--- config.mk ---
export PLATFORM = sky130hd
export DESIGN_NAME = touch_bounce_gen
export DESIGN_NICKNAME = d
export VERILOG_FILES = /design/src/rtl/touch_pkg.sv /design/src/rtl/lfsr16.sv /design/src/rtl/touch_bounce_gen.sv
export SDC_FILE = /design/constraint.sdc
export NUM_CORES = 1
export LEC_CHECK = 0
export BUFFER_PORTS_ARGS = -buffer_cell sky130_fd_sc_hd__buf_4
export CORE_ASPECT_RATIO = 0.7
export CORE_MARGIN = 1.5
export CORE_UTILIZATION = 40
export CTS_BUF_LIST = sky130_fd_sc_hd__clkbuf_8
export CTS_CLUSTER_DIAMETER = 80
export DETAILED_ROUTE_END_ITERATION = 6
export SLEW_MARGIN = 5
export SYNTH_ARGS = -nofsm -noshare
export SYNTH_HDL_FRONTEND = slang
export SYNTH_SLANG_ARGS = --single-unit
export TNS_END_PERCENT = 1
--- constraint.sdc ---
create_clock -name clk -period 4.8 [get_ports clk]
set_clock_uncertainty 0.15 [all_clocks]
set_input_delay 0 -clock clk [delete_from_list [all_inputs] [get_ports clk]]
set_output_delay 0 -clock clk [all_outputs]
set_load 0.05 [all_outputs]
--- src/rtl/touch_pkg.sv ---
// Shared types and constants for the touch/button bounce emulator.
// Holds the FSM state encoding, the LFSR feedback taps and the
// duration helpers used to size the settle and hold intervals.
package touch_pkg;

    typedef enum logic [2:0] {
        IDLE           = 3'd0,
        PRESS_BOUNCE   = 3'd1,
        HOLD           = 3'd2,
        RELEASE_BOUNCE = 3'd3,
        SETTLE         = 3'd4,
        DONE           = 3'd5
    } state_t;

    // Galois taps for x^16 + x^14 + x^13 + x^11 + 1 (right-shifting form).
    localparam logic [15:0] LFSR_TAPS = 16'hB400;

    // Settle time: receiver debounce count plus two cycles of margin.
    // Computed in 21 bits so count_max = 2^20-1 cannot wrap.
    function automatic logic [20:0] settle_len(input logic [19:0] cm);
        return {1'b0, cm} + 21'd2;
    endfunction

    // Stable-press time: requested hold, but never shorter than the settle time.
    function automatic logic [20:0] hold_len(input logic [19:0] h, input logic [19:0] cm);
        logic [20:0] s;
        s = settle_len(cm);
        return ({1'b0, h} > s) ? {1'b0, h} : s;
    endfunction

endpackage

--- src/rtl/lfsr16.sv ---
// 16-bit Galois LFSR that supplies pseudo-random bounce segment lengths.
// Ports: clk, reset (sync, active-high, loads seed), adv (step once), seed, q (current state).
// Latency: q updates on the edge after adv; no backpressure, adv is a plain step strobe.
module lfsr16
    import touch_pkg::*;
(
    input  logic        clk,
    input  logic        reset,
    input  logic        adv,
    input  logic [15:0] seed,
    output logic [15:0] q
);

    logic [15:0] q_q;
    logic [15:0] q_d;
    logic [15:0] seed_nz;

    // An all-zero state would lock the LFSR up, so substitute 1.
    assign seed_nz = (seed == 16'h0000) ? 16'h0001 : seed;

    always_comb begin
        q_d = q_q;
        if (adv) begin
            q_d = (q_q >> 1) ^ (q_q[0] ? LFSR_TAPS : 16'h0000);
        end
    end

    always_ff @(posedge clk) begin
        if (reset) begin
            q_q <= seed_nz;
        end else begin
            q_q <= q_d;
        end
    end

    assign q = q_q;

endmodule

--- src/rtl/touch_bounce_gen.sv ---
// Emulates a bouncing button press/release for on-board self-test of a debounce receiver.
// Latency: touch rises the cycle after start is accepted; done pulses in the cycle before busy drops.
// Backpressure: none; start is only taken in IDLE, otherwise dropped. abort cancels at once.
// Ports: clk, reset (sync active-high), start, abort, hold_cycles[19:0], bounce_cnt[3:0]
//        -> touch (button level), busy (transaction in progress), done (completion pulse).
module touch_bounce_gen
    import touch_pkg::*;
#(
    parameter logic [19:0] count_max = 20'd10,
    parameter int          BOUNCE_W  = 3,
    parameter logic [15:0] SEED      = 16'hACE1
) (
    input  logic        clk,
    input  logic        reset,
    input  logic        start,
    input  logic        abort,
    input  logic [19:0] hold_cycles,
    input  logic [3:0]  bounce_cnt,
    output logic        touch,
    output logic        busy,
    output logic        done
);

    localparam logic [20:0] SETTLE_LEN = settle_len(count_max);

    state_t      state_q, state_d;
    logic [20:0] cnt_q, cnt_d;      // shared segment/duration down-counter
    logic [4:0]  seg_q, seg_d;      // bounce segments still to run after the current one
    logic        touch_q, touch_d;
    logic [19:0] hold_q, hold_d;
    logic [3:0]  bnc_q, bnc_d;
    logic        lfsr_adv;
    logic [15:0] lfsr_q;
    logic [20:0] seg_len;
    logic        lfsr_unused;

    lfsr16 u_lfsr (
        .clk   (clk),
        .reset (reset),
        .adv   (lfsr_adv),
        .seed  (SEED),
        .q     (lfsr_q)
    );

    // Counter holds "cycles remaining minus one", so a load of L gives L+1 cycles.
    assign seg_len     = 21'(lfsr_q[BOUNCE_W-1:0]);
    assign lfsr_unused = ^lfsr_q[15:BOUNCE_W];

    always_comb begin
        state_d  = state_q;
        cnt_d    = cnt_q;
        seg_d    = seg_q;
        touch_d  = touch_q;
        hold_d   = hold_q;
        bnc_d    = bnc_q;
        lfsr_adv = 1'b0;

        if (abort && (state_q != IDLE)) begin
            state_d = IDLE;
            cnt_d   = '0;
            seg_d   = '0;
            touch_d = 1'b0;
        end else begin
            case (state_q)
                IDLE: begin
                    // abort beats a simultaneous start.
                    if (start && !abort) begin
                        hold_d  = hold_cycles;
                        bnc_d   = bounce_cnt;
                        touch_d = 1'b1;
                        if (bounce_cnt != 4'd0) begin
                            state_d  = PRESS_BOUNCE;
                            cnt_d    = seg_len;
                            lfsr_adv = 1'b1;
                            seg_d    = {bounce_cnt, 1'b0} - 5'd1;
                        end else begin
                            state_d = HOLD;
                            cnt_d   = hold_len(hold_cycles, count_max) - 21'd1;
                        end
                    end
                end
                PRESS_BOUNCE: begin
                    if (cnt_q != 21'd0) begin
                        cnt_d = cnt_q - 21'd1;
                    end else if (seg_q != 5'd0) begin
                        touch_d  = ~touch_q;
                        cnt_d    = seg_len;
                        lfsr_adv = 1'b1;
                        seg_d    = seg_q - 5'd1;
                    end else begin
                        // Last press segment is low; toggling lands on the stable press.
                        state_d = HOLD;
                        touch_d = 1'b1;
                        cnt_d   = hold_len(hold_q, count_max) - 21'd1;
                    end
                end
                HOLD: begin
                    if (cnt_q != 21'd0) begin
                        cnt_d = cnt_q - 21'd1;
                    end else if (bnc_q != 4'd0) begin
                        state_d  = RELEASE_BOUNCE;
                        touch_d  = 1'b0;
                        cnt_d    = seg_len;
                        lfsr_adv = 1'b1;
                        seg_d    = {bnc_q, 1'b0} - 5'd1;
                    end else begin
                        state_d = SETTLE;
                        touch_d = 1'b0;
                        cnt_d   = SETTLE_LEN - 21'd1;
                    end
                end
                RELEASE_BOUNCE: begin
                    if (cnt_q != 21'd0) begin
                        cnt_d = cnt_q - 21'd1;
                    end else if (seg_q != 5'd0) begin
                        touch_d  = ~touch_q;
                        cnt_d    = seg_len;
                        lfsr_adv = 1'b1;
                        seg_d    = seg_q - 5'd1;
                    end else begin
                        // Last release segment is high; toggling lands on the released level.
                        state_d = SETTLE;
                        touch_d = 1'b0;
                        cnt_d   = SETTLE_LEN - 21'd1;
                    end
                end
                SETTLE: begin
                    if (cnt_q != 21'd0) begin
                        cnt_d = cnt_q - 21'd1;
                    end else begin
                        state_d = DONE;
                    end
                end
                DONE: begin
                    // Unconditional return: a start seen here is not taken.
                    state_d = IDLE;
                    cnt_d   = '0;
                    seg_d   = '0;
                end
                default: begin
                    state_d = IDLE;
                    cnt_d   = '0;
                    seg_d   = '0;
                    touch_d = 1'b0;
                end
            endcase
        end
    end

    always_ff @(posedge clk) begin
        if (reset) begin
            state_q <= IDLE;
            cnt_q   <= '0;
            seg_q   <= '0;
            touch_q <= 1'b0;
            hold_q  <= '0;
            bnc_q   <= '0;
        end else begin
            state_q <= state_d;
            cnt_q   <= cnt_d;
            seg_q   <= seg_d;
            touch_q <= touch_d;
            hold_q  <= hold_d;
            bnc_q   <= bnc_d;
        end
    end

    assign touch = touch_q;
    assign busy  = (state_q != IDLE);
    assign done  = (state_q == DONE);

endmodule

* Yosys cells after proc, flatten, opt, wreduce, memory -nomap -nowiden
Index checks and enable logic that the tools add are counted.
** Word-level totals
- Register bits after elaboration :: 70
- Output and inout port bits :: 3
- Word-level logic and storage cells :: 99
** Operators by class
- Add/subtract/negate cells :: 6
- Magnitude comparators :: 2
- Eq/ne operators :: 17
- Mux-type cells :: 45
- Bitwise operators :: 5
- Reductions and logical operators :: 17
** Operators by type and width (count)
- 21-bit two-way mux :: 7
- 21-bit case mux with 5 select lines :: 1
- 20-bit by 1-bit subtractor with 21-bit output, second input constant :: 2
- 20-bit by 4-bit > comparator with 1-bit output, second input constant :: 2
- 20-bit two-way mux :: 2
- 5-bit two-way mux :: 6
- 3-bit two-way mux :: 8
- 2-bit != test, second input constant :: 11
- 21-bit nonzero test :: 1
- 21-bit by 1-bit subtractor with 21-bit output, second input constant :: 1
- 5-bit case mux with 4 select lines :: 1
- 16-bit two-way mux :: 1
- 15-bit by 16-bit XOR with 16-bit output :: 1
- 3-bit case mux with 5 select lines :: 1
- 5-bit by 1-bit subtractor with 5-bit output, second input constant :: 3
- 7-bit AND reduction :: 2
- 1-bit two-way mux :: 13
- 4-bit two-way mux :: 2
- 4-bit nonzero test :: 2
- 3-bit by 2-bit == test with 1-bit output, second input constant :: 2
- 3-bit == test, second input constant :: 2
- 2-bit OR reduction :: 3
- 1-bit case mux with 5 select lines :: 1
- 5-bit AND reduction :: 1
- other kinds (12) :: 16

* Logic depth before layout (Yosys ltp)
- Depth in word-level cells :: 6
- Mapped depth :: 13
- Mapped depth without buffers :: 11

* Modules after synthesis
From an unflattened synthesis, not the netlist that was laid out.
** Unflattened totals
- Cells, all modules :: 649
- Area total of the unflattened synthesis :: 5107.4 sq um
** By module, submodules not included
- touch_bounce_gen :: times used 1, cells an instance 601, area an instance 4350.4 sq um
- lfsr16 :: times used 1, cells an instance 48, area an instance 757.0 sq um

* Least setup slack after synthesis
OpenSTA, ideal clock, no wires.
- Kind :: flip-flop to flip-flop
- Start point :: register hold_q[5]
- End point :: register cnt_q[12]
- Library setup time :: 0.115 ns
- Arrival :: 3.576 ns
- Slack :: 0.960 ns
- Cell stages (with the launch flop) :: 12
- Buffers on the path :: 1
- Cell sequence :: dfxtp_1 -> nor4_1 -> nand4_1 -> clkbuf_1 -> nand2b_1 -> nand2_1 -> ha_1 -> or4b_2 -> or4b_1 -> xnor2_1 -> a22o_1 -> o21a_1
** On the way
- Word-level cells in the longest chain between the ends :: 6
** RTL lines
- start, declared :: RTL line touch_bounce_gen.sv:30 : logic [19:0] hold_q, hold_d;
- start signal, assigned :: RTL line touch_bounce_gen.sv:163 : hold_q <= hold_d;
- 20-bit by 4-bit > comparator with 1-bit output :: RTL line touch_pkg.sv:28 : return ({1'b0, h} > s) ? {1'b0, h} : s;
- 20-bit two-way mux * :: RTL line touch_pkg.sv:28
- 20-bit by 1-bit subtractor with 21-bit output * :: RTL line touch_bounce_gen.sv:94 : cnt_d = hold_len(hold_q, count_max) - 21'd1;
- 21-bit two-way mux * :: RTL line touch_bounce_gen.sv:85 : end else if (seg_q != 5'd0) begin
- 21-bit two-way mux * :: RTL line touch_bounce_gen.sv:83 : if (cnt_q != 21'd0) begin
- 21-bit case mux with 5 select lines * :: RTL line touch_bounce_gen.sv:64 : case (state_q)
- end signal, assigned :: RTL line touch_bounce_gen.sv:160 : cnt_q <= cnt_d;
- end, declared :: RTL line touch_bounce_gen.sv:27 : logic [20:0] cnt_q, cnt_d;
Every way passes the cells marked *; elsewhere a longest branch is shown, timed or not.
A chain may end at the register's enable or synchronous reset.

* Worst setup path in the final report
- Start point :: register hold_q[15]
- End point :: register cnt_q[14]
** On the way
- Word-level cells in the longest chain between the ends :: 6
** RTL lines (RTL line)
- 20-bit by 4-bit > comparator with 1-bit output :: touch_pkg.sv:28
- 20-bit two-way mux :: touch_pkg.sv:28
- 20-bit by 1-bit subtractor with 21-bit output :: touch_bounce_gen.sv:94
- 21-bit two-way mux :: touch_bounce_gen.sv:85
- 21-bit two-way mux :: touch_bounce_gen.sv:83
- 21-bit case mux with 5 select lines :: touch_bounce_gen.sv:64
Every way passes these cells.

==> results.json <==
{
  "syn_inst": 661,
  "synth.distinct_cells": 79,
  "row_count": 33,
  "clock_latency_ns": 0.37,
  "final_common_cell": "nand2_1",
  "crit_chain": "nor4_1, nand4_1, nand2b_1, nand2_1, ha_1, or4b_2, a21o_1, o31a_1, o21ai_0, a21oi_1, or3_1",
  "tns_ns": 0,
  "final_area_mm2": 0.00601,
  "cp-end-kind": "flop",
  "layout_common_cells": "nand2_1, dfxtp_1, nor2_1",
  "synth-edff-count": 0,
  "start_kind": "flop",
  "drt-vias-per-instance": 6.11,
  "layout-drive-gt1-share_pct": 10.9,
  "powerDensity_mw_per_mm2": 656,
  "swShare_pct": 51.8,
  "rsz0062_at_grt": "false",
  "p_switching_uw": 2040,
  "die_y_um": 96.1,
  "ys_ff_latch": 70,
  "maxCapViolCount": 0,
  "dieArea_mm2": 0.0131,
  "seq_power_share_pct": 23.1,
  "final_util_pct": 50.5,
  "syn_avg_cell_area_um2": 7.49,
  "cts_resized": 0,
  "worstSetupStartpoint": "hold_q[15]",
  "clk_pin_slew_ns": 0.09,
  "clock_power_share_pct": 12.7,
  "finalSetupViolCount": 0,
  "clock_path_buffers": 2,
  "floorplan.initialDensity_pct": 41.6,
  "io_pins": 31,
  "core_area_mm2": 0.0119,
  "cts-root-buf": "clkbuf_8",
  "status": "finished, final reports clean",
  "postCtsSetupBuffers": 0,
  "place_ws_ns": 0.903,
  "hold_path.class": "input pin to flop",
  "wl_per_cell_um": 18.7,
  "io_buffers": 30,
  "placed_cells": 828,
  "max_stage_delay_ns": 0.80,
  "crit_type": "flop to flop",
  "ys_seq_area_share_pct": 28.3,
  "final_cell_count_no_fill": 894,
  "required_ns": 4.91,
  "synthesis.nets": 697,
  "antenna_found_initial": 0,
  "grt_pass1_vias": 4891,
  "syn_to_final_growth_pct": 21.3,
  "grt_max_degree": 43,
  "cts_tree": "yes",
  "layout.nets": 768,
  "cts.sinks": 70,
  "crit_arrival_ns": 4.13,
  "timing.final.ws_setup_ns": 0.777,
  "grt_pass1_wl_um": 26700,
  "async_reset_ff_share_pct": 0,
  "power_frac_comb_pct": 64.2,
  "relSlewSlack_pct": 16.2,
  "via_count": 5460,
  "wirelength_um": 16700,
  "syn_area_mm2": 0.00495,
  "min_period_over_period_pct": 83.8,
  "r2r_slack_ns": 0.78,
  "max_freq_mhz": 249,
  "slew_viol_final": 0,
  "dpl.hpwl_um": 12200,
  "worstPathMaxFanout": 6,
  "ys_warn_count": 0,
  "peakVddDrop_mv": 0.416,
  "hp-start": "start",
  "grt_usage_pct": 26.9,
  "drt_first_pass_iters": 6,
  "drc": 0,
  "p_leak_uw": 0.00231,
  "dpl_cell_area_mm2": 0.00531,
  "ant_nets": 0,
  "finalCriticalPeriod_ns": 4.02,
  "drt_iter0_markers": 777,
  "cts_buffers": 9,
  "finalHoldViolations": 0,
  "fp.dieW_um": 136,
  "grt-ovfl-total": 0,
  "worst_pin_slew_ns": 1.25,
  "synth-main-ff-cell": "dfxtp_1",
  "crit_path_top_delay_cell": "nor4_1",
  "intPower_uw": 1900,
  "gp_congestion": 1.01,
  "antenna-diode-count": 0,
  "rr_startpoint": "hold_q[15]",
  "htreeDepth": 3
}
-- synth_stat cells, types with 3 or more instances --
cell      instances  area (um^2)
a211o_1          11         96.3
a211oi_1          5         37.5
a221oi_1          4         35.0
o22ai_1           4         25.0
mux2i_1           9         90.1
a31oi_1          13         81.3
or4_1             8         60.1
nand4_1          10         62.6
and3_1            5         31.3
nor4_1           16          100
dfxtp_1          70         1400
a32oi_1           4         35.0
o21ai_0          34          170
xnor2_1          26          228
buf_6             3         33.8
buf_1             3         11.3
clkbuf_1         25         93.8
nand2_1          99          372
nor3b_1           7         52.6
o211ai_1         12         90.1
a21oi_1          48          240
nor3_1           20          100
nand3_1          16         80.1
nand2b_1          6         37.5
a22oi_1          11         82.6
nor2b_1           5         31.3
ha_1              8          100
a41oi_1           4         35.0
xor2_1           17          149
nor2_1           61          229
o31ai_1           9         67.6
inv_1            17         63.8
o21ai_1           3         15.0
or3_1             7         43.8
-- through the flow --
| step | hold slack [ns] | total power (uW) |
|---|---|---|
| 2_1_floorplan | -0.0140 | 2690 |
| 3_3_place_gp | 0.129 | 3270 |
| 3_5_place_dp | 0.131 | 3290 |
| 4_1_cts | 0.161 | 3840 |
| 5_1_grt | 0.220 | 4190 |
| 6_report | 0.176 | 3940 |
-- cells by family (layout without fill, tap and decap cells) --
logic type	Yosys count	count (layout)	share of synthesized area [%]
DFF	70	70	28.3
xor gates and xnor gates	43	43	7.61
buffers and inverters	54	130	5.00
AOI/OAI and AO/OA	191	191	25.9
and+or+nand+nor	284	284	28.9
muxes	11	11	2.27
adders and majority gates	8	8	2.02
-- cell type report --
type | instances | area [um^2]
Clock buffer | 9 | 124
Clock inverter | 7 | 73.8
Fill cell | 1143 | 5880
Inverter | 19 | 71.3
Multi-Input combinational cell | 537 | 3300
Sequential cell | 70 | 1400
Tap cell | 157 | 196
Timing Repair Buffer | 95 | 838
-- critical path, delay by kind of cell (launching register included) --
kind	cells	cell delay (ns)
AND/OR/NAND/NOR	6	2.44
AO/OA/AOI/OAI	4	0.76
flip-flops	1	0.37
adder cells (fa/ha/maj)	1	0.20
-- registers in the layout, summed over array words and instances, names as in the netlist --
name	cells
seg_q	5
u_lfsr.q	16
state_q	3
touch	1
cnt_q	21
bnc_q	4
hold_q	20
-- per-layer routing --
metal	vias up	track usage, %	routed length (um)	share of wire (%)
li1	2597	-	-	-
met1	2572	40.1	8120	49
met4	0	5.94	235	1.4
met3	23	6.11	1590	9.5
met2	268	38.9	6800	41
met5	-	0	0	0
-- power groups by stage --
stage | combinational (uW) | clock, uW | sequential [uW]
4_1_cts | 2430 | 499 | 906
3_3_place_gp | 2360 | 0 | 911
5_1_grt | 2720 | 532 | 937
2_1_floorplan | 1830 | 0 | 859
6_report | 2530 | 500 | 911
3_5_place_dp | 2370 | 0 | 919
-- timing repair --
action,in CTS,in global routing
setup endpoints to repair,0,0
hold endpoints to repair,47,0
hold buffers,50,0
-- path summary, 6_finish.rpt --
check / to / cells past startpoint
setup / recovery: cnt_q[14] / 11
hold / removal: seg_q[2] / 6
setup reg to reg: cnt_q[14] / 11
hold reg to reg: u_lfsr.q[12] / 2
Power figures use the tool's default switching activity.
